<file path="config.mk">
export PLATFORM = sky130hd
export DESIGN_NAME = alu_cmd_sequencer
export DESIGN_NICKNAME = d
export VERILOG_FILES = /design/src/rtl/alu_cmd_sequencer.sv
export SDC_FILE = /design/constraint.sdc
export NUM_CORES = 1
export LEC_CHECK = 0
export ABC_AREA = 1
export ABC_CLOCK_PERIOD_IN_PS = 2150
export CAP_MARGIN = 20
export CORE_ASPECT_RATIO = 0.9
export CORE_MARGIN = 2
export CORE_UTILIZATION = 40
export CTS_BUF_LIST = sky130_fd_sc_hd__clkbuf_8
export DETAILED_ROUTE_END_ITERATION = 12
export PLACE_DENSITY = 0.78
export SLEW_MARGIN = 20
export SYNTH_ARGS = -nofsm -noshare
export SYNTH_HDL_FRONTEND = slang
export SYNTH_SLANG_ARGS = --single-unit
</file>
<file path="constraint.sdc">
create_clock -name clk_i -period 2.15 [get_ports clk_i]
set_input_delay 0.5375 -clock clk_i [delete_from_list [all_inputs] [get_ports clk_i]]
set_output_delay 0.5375 -clock clk_i [all_outputs]
set_load 0.02 [all_outputs]
</file>
<file path="src/rtl/alu_cmd_sequencer.sv">
// alu_cmd_sequencer
// Accepts load / ALU commands one at a time, drives an external 8-bit ALU
// from an internal accumulator and returns one response per command.
// State flow: IDLE -> (EXEC ->) RESP -> IDLE. Load commands skip EXEC.
module alu_cmd_sequencer (
  input  logic       clk_i,
  input  logic       rst_i,
  // command channel
  input  logic       cmd_valid_i,
  output logic       cmd_ready_o,
  input  logic       cmd_load_i,
  input  logic [1:0] cmd_op_i,
  input  logic [7:0] cmd_operand_i,
  // external ALU
  output logic [7:0] alu_a_o,
  output logic [7:0] alu_b_o,
  output logic [1:0] alu_sel_o,
  input  logic [7:0] alu_result_i,
  input  logic       alu_carry_i,
  // response channel
  output logic       rsp_valid_o,
  input  logic       rsp_ready_i,
  output logic [7:0] rsp_data_o,
  output logic       rsp_carry_o,
  output logic       rsp_zero_o,
  output logic [7:0] op_count_o
);

  typedef enum logic [1:0] {
    IDLE = 2'b00,
    EXEC = 2'b01,
    RESP = 2'b10
  } state_e;

  state_e     state_q;
  logic [7:0] acc_q, acc_d;
  logic       carry_q, carry_d;
  logic       zero_q, zero_d;
  logic [1:0] sel_q;
  logic [7:0] opnd_q;
  logic [7:0] op_count_q;
  logic       cmd_ready_q;
  logic       rsp_valid_q;

  logic cmd_fire;
  logic rsp_fire;

  // cmd_ready_q is high exactly in IDLE, so it doubles as the state qualifier.
  assign cmd_fire = cmd_valid_i & cmd_ready_q;
  assign rsp_fire = rsp_ready_i & rsp_valid_q;

  // Next accumulator / flags: only a load handshake or the EXEC cycle may change them.
  always_comb begin
    // NOTE: every signal assigned here gets a default first so no latch is inferred.
    acc_d   = acc_q;
    carry_d = carry_q;
    if (state_q == IDLE && cmd_fire && cmd_load_i) begin
      acc_d   = cmd_operand_i;
      carry_d = 1'b0;
    end else if (state_q == EXEC) begin
      acc_d   = alu_result_i;
      carry_d = alu_carry_i;
    end
    zero_d = (acc_d == 8'h00);
  end

  // Control FSM plus datapath registers; every output comes straight from a flop.
  always_ff @(posedge clk_i) begin
    // NOTE: sequential state uses non-blocking assignments so all flops update together.
    if (rst_i) begin
      state_q     <= IDLE;
      acc_q       <= 8'h00;
      carry_q     <= 1'b0;
      zero_q      <= 1'b1;
      sel_q       <= 2'b00;
      opnd_q      <= 8'h00;
      op_count_q  <= 8'h00;
      cmd_ready_q <= 1'b1;
      rsp_valid_q <= 1'b0;
    end else begin
      acc_q   <= acc_d;
      carry_q <= carry_d;
      zero_q  <= zero_d;
      unique case (state_q)
        IDLE: begin
          if (cmd_fire) begin
            cmd_ready_q <= 1'b0;
            if (cmd_load_i) begin
              state_q     <= RESP;
              rsp_valid_q <= 1'b1;
            end else begin
              state_q <= EXEC;
              sel_q   <= cmd_op_i;
              opnd_q  <= cmd_operand_i;
            end
          end
        end
        EXEC: begin
          state_q     <= RESP;
          rsp_valid_q <= 1'b1;
        end
        RESP: begin
          if (rsp_fire) begin
            state_q     <= IDLE;
            rsp_valid_q <= 1'b0;
            cmd_ready_q <= 1'b1;
            op_count_q  <= op_count_q + 8'd1;
          end
        end
        default: begin
          state_q     <= IDLE;
          rsp_valid_q <= 1'b0;
          cmd_ready_q <= 1'b1;
        end
      endcase
    end
  end

  // ALU operands are always the held registers, so they never float between commands.
  assign alu_a_o     = acc_q;
  assign alu_b_o     = opnd_q;
  assign alu_sel_o   = sel_q;

  assign cmd_ready_o = cmd_ready_q;
  assign rsp_valid_o = rsp_valid_q;
  assign rsp_data_o  = acc_q;
  assign rsp_carry_o = carry_q;
  assign rsp_zero_o  = zero_q;
  assign op_count_o  = op_count_q;

endmodule

</file>
==> results by group <==
Synthesis
  – Mapped cell area: ~1600 um2
  – Yosys top cell by area: dfxtp_1
  – Yosys top cell area share: 40.2%
  – Area share of and/or/nand/nor cells after synthesis: a little over a third
  – Synth Register Bits: 32
  – Synth cell count leaders: 56 x nand2_1, 32 x dfxtp_1, 28 x nor2_1
  – Most frequent cell after synthesis: nand2_1
  – Net Count, Synth: 247
  – Most used DFF post-synth: dfxtp_1
  – Adder-cell area share of the yosys netlist: 0.784%
  – Number of library cell types mapped by synthesis: 24
  – Post-synthesis instance total: 222
  – Area fraction in compound gates after synthesis: between 8 and 9%
  – Number of synthesized flops with an enable pin: 0
  – Largest family of logic cells by synthesized area: simple AND/OR/NAND/NOR gates
  – Synth Area per Inst: 7.19 um2
  – XOR/XNOR share of the synthesized area: 0%
  – Sequential share of the synthesized area: 40.2%
  – YS warnings: 0
  – Ys async rst share: 0%
  – Proportion of synthesized area in mux cells: 0%
  – Area contributors post-synth: dfxtp_1 40%, nand2_1 13%, nor2_1 6.6%, inv_1 6.1%, o21ai_0 4.7%

Floorplan
  – Site Rows: 21
  – Starting density of the core: 42.2%
  – Die Height: 63.9 um
  – Die width: 70.6 um
  – Die area: 4510 um2
  – Top Ports: between 60 and 70
  – CORE AREA: 3780 um2

Route
  – Drt total wl: roughly 3.6 mm
  – DRT Pass-1 Iters: 4
  – Detail Route Antenna Nets: 0
  – Number of DRC markers in iteration 0: 76
  – Drt wl/cell: 11.0 um
  – Number of remaining DRC errors: 0
  – Vias after detailed routing: 1482
  – Vias per Instance: around 4.6

Clock tree
  – Post CTS Setup Buffer Count: 0
  – CTS root buffer: clkbuf_8
  – Total CTS buffers: 5
  – H-tree lvl count: 2
  – Clock Sinks: 32
  – Maximum buffer depth of the clock tree: 2
  – Post-cts sizing count: 0
  – Clock latency on the worst-skew pair: 0.28 ns
  – Hold buffers post-CTS: 0
  – Worst-path clk slew: 0.06 ns
  – CTS tree: built

Layout
  – Layout cell share with drive strength beyond 1: ~8.3%
  – Post-Layout Inst Area: 2250 um2
  – Final core utilization: a little under 60%
  – Inserted Diodes: 0
  – # nets final: 304
  – Fillers: 353
  – Layout area overhead: 40.9%

GRT
  – Layer with the highest usage: met2
  – Grt met3 use: 4.89%
  – First-pass GRT wire length: around 6.1 mm
  – Grt ovf: 0
  – GRT met1 Usage: between 20% and 30%
  – Largest net degree at the start of global routing: 20
  – Vias in the first global route: 1370
  – Grt met2 use: between 20% and 30%
  – Antenna violations before repair: 0
  – Gr usage total: 17.0%

Power
  – Pleak: 0.978 nW
  – Maximum vdd drop: 0.392 mV
  – Pwr Density: 744 nW/um2

Critical path
  – CP startpoint kind: flip-flop
  – Ordered list of cells on the worst path: clkdlybuf4s50_1
  – Family with the most delay on the worst path: buffers and inverters
  – Critical path type: flip-flop to output port
  – Worst R2R Setup Slack: 0.63 ns
  – CP Data Required Time: approximately 1.6 ns
  – Worst Path Max Fanout: 7
  – Worst path bufs/invs: 1
  – CP endpoint kind: output port
  – Slowest cell on crit path: clkdlybuf4s50_1
  – CP arrival: 1.37 ns
  – Critical Path Max Stage Delay: 0.65 ns

STA
  – Slew Viols, Final: 0
  – Hold Vio Cnt, Final: 0
  – Max_slew headroom: 61.6%
  – Maximum clock frequency: 524 MHz
  – Setup tns final: 0 ns
  – Max Clock Skew: 0.00451 ns
  – Tcrit/Tclk final: 88.8%
  – Setup Viol. Count Final: 0
  – Worst-Margin Slew: 0.576 ns
  – RSZ-0062 raised after global routing: no
  – Tmin final: 1.91 ns

Run
  – Max_cap viols: 0

Place
  – Post-DP HPWL: 2.77 mm
  – Routability cong.: 0.823
  – PortBufs: 61
  – DP Area: 2180 um2

Min path
  – Hold Crit Class: flip-flop to flip-flop

Outcome
  – Status: finished clean
## logic make-up (layout without fill, tap and decap cells)
family          count (synthesis)  after routing
fa+ha+maj                       1              1
buf+inv                        44             99
compound gates                 27             27
simple gates                  118            118
flops                          32             32
## per-stage QoR
| step | power (mW) | hold WS (ns) | setup slack (ns) | cells |
|---|---|---|---|---|
| 6_report | 1.67 | 0.456 | 0.242 | 323 |
| 5_1_grt | 1.78 | 0.492 | 0.195 | 323 |
| 4_1_cts | 1.70 | 0.459 | 0.230 | 323 |
| 3_5_place_dp | 1.30 | 0.450 | 0.167 | 318 |
| 3_3_place_gp | 1.29 | 0.450 | 0.207 | 318 |
| 2_1_floorplan | 1.09 | 0.531 | 0.765 | 222 |
## sequential cells by signal, summed over array words and instances, names as in the netlist
register / cells
alu_a_o: 8
alu_b_o: 8
alu_sel_o: 2
cmd_ready_o: 1
op_count_o: 8
rsp_carry_o: 1
rsp_valid_o: 1
rsp_zero_o: 1
state_q: 2
## power breakdown
group	total, mW	leakage (nW)	switching, mW	internal (mW)
combinational	0.564	0.680	0.306	0.258
sequential	0.715	0.262	0.0578	0.657
clock	0.395	0.0359	0.187	0.208
total	1.67	0.978	0.551	1.12
## cells in the final DEF (no fill, tap or decap)
cell	count
nor3_1	1
o21ai_0	15
buf_4	2
nand4_1	1
nand4_4	1
dfxtp_1	32
nor2_4	3
nand3_2	1
inv_2	4
nor3b_1	1
ha_1	1
a21oi_1	12
inv_1	26
nand2_1	56
nand3_1	13
nand3b_1	7
nor3_4	2
nor2_1	28
nand2_2	2
clkdlybuf4s50_1	61
clkbuf_8	5
nand2_4	2
inv_8	1
## worst paths after layout
path	start	end	cells past startpoint
min reg2reg	op_count_o[5]	op_count_o[5]	2
min	op_count_o[5]	op_count_o[5]	2
max	op_count_o[3]	op_count_o[3]	1
max reg2reg	state_q[1]	rsp_zero_o	10
## area by class of cell
type                            count  area (um2)  share of cell area [%]
Sequential cell                    32         641                    28.5
Inverter                           31         124                    5.51
Tap cell                           46        57.6                    2.56
Multi-Input combinational cell    146         732                    32.6
Timing Repair Buffer               63         626                    27.8
Clock buffer                        5        68.8                    3.06
## metal layers
metal	part of all wire (%)	up-vias	wire length (um)
met5	0	-	0
li1	-	798	-
met4	2.1	0	74
met2	43	47	1520
met1	48	630	1710
met3	6.9	7	247
Power figures use the tool's default switching activity.
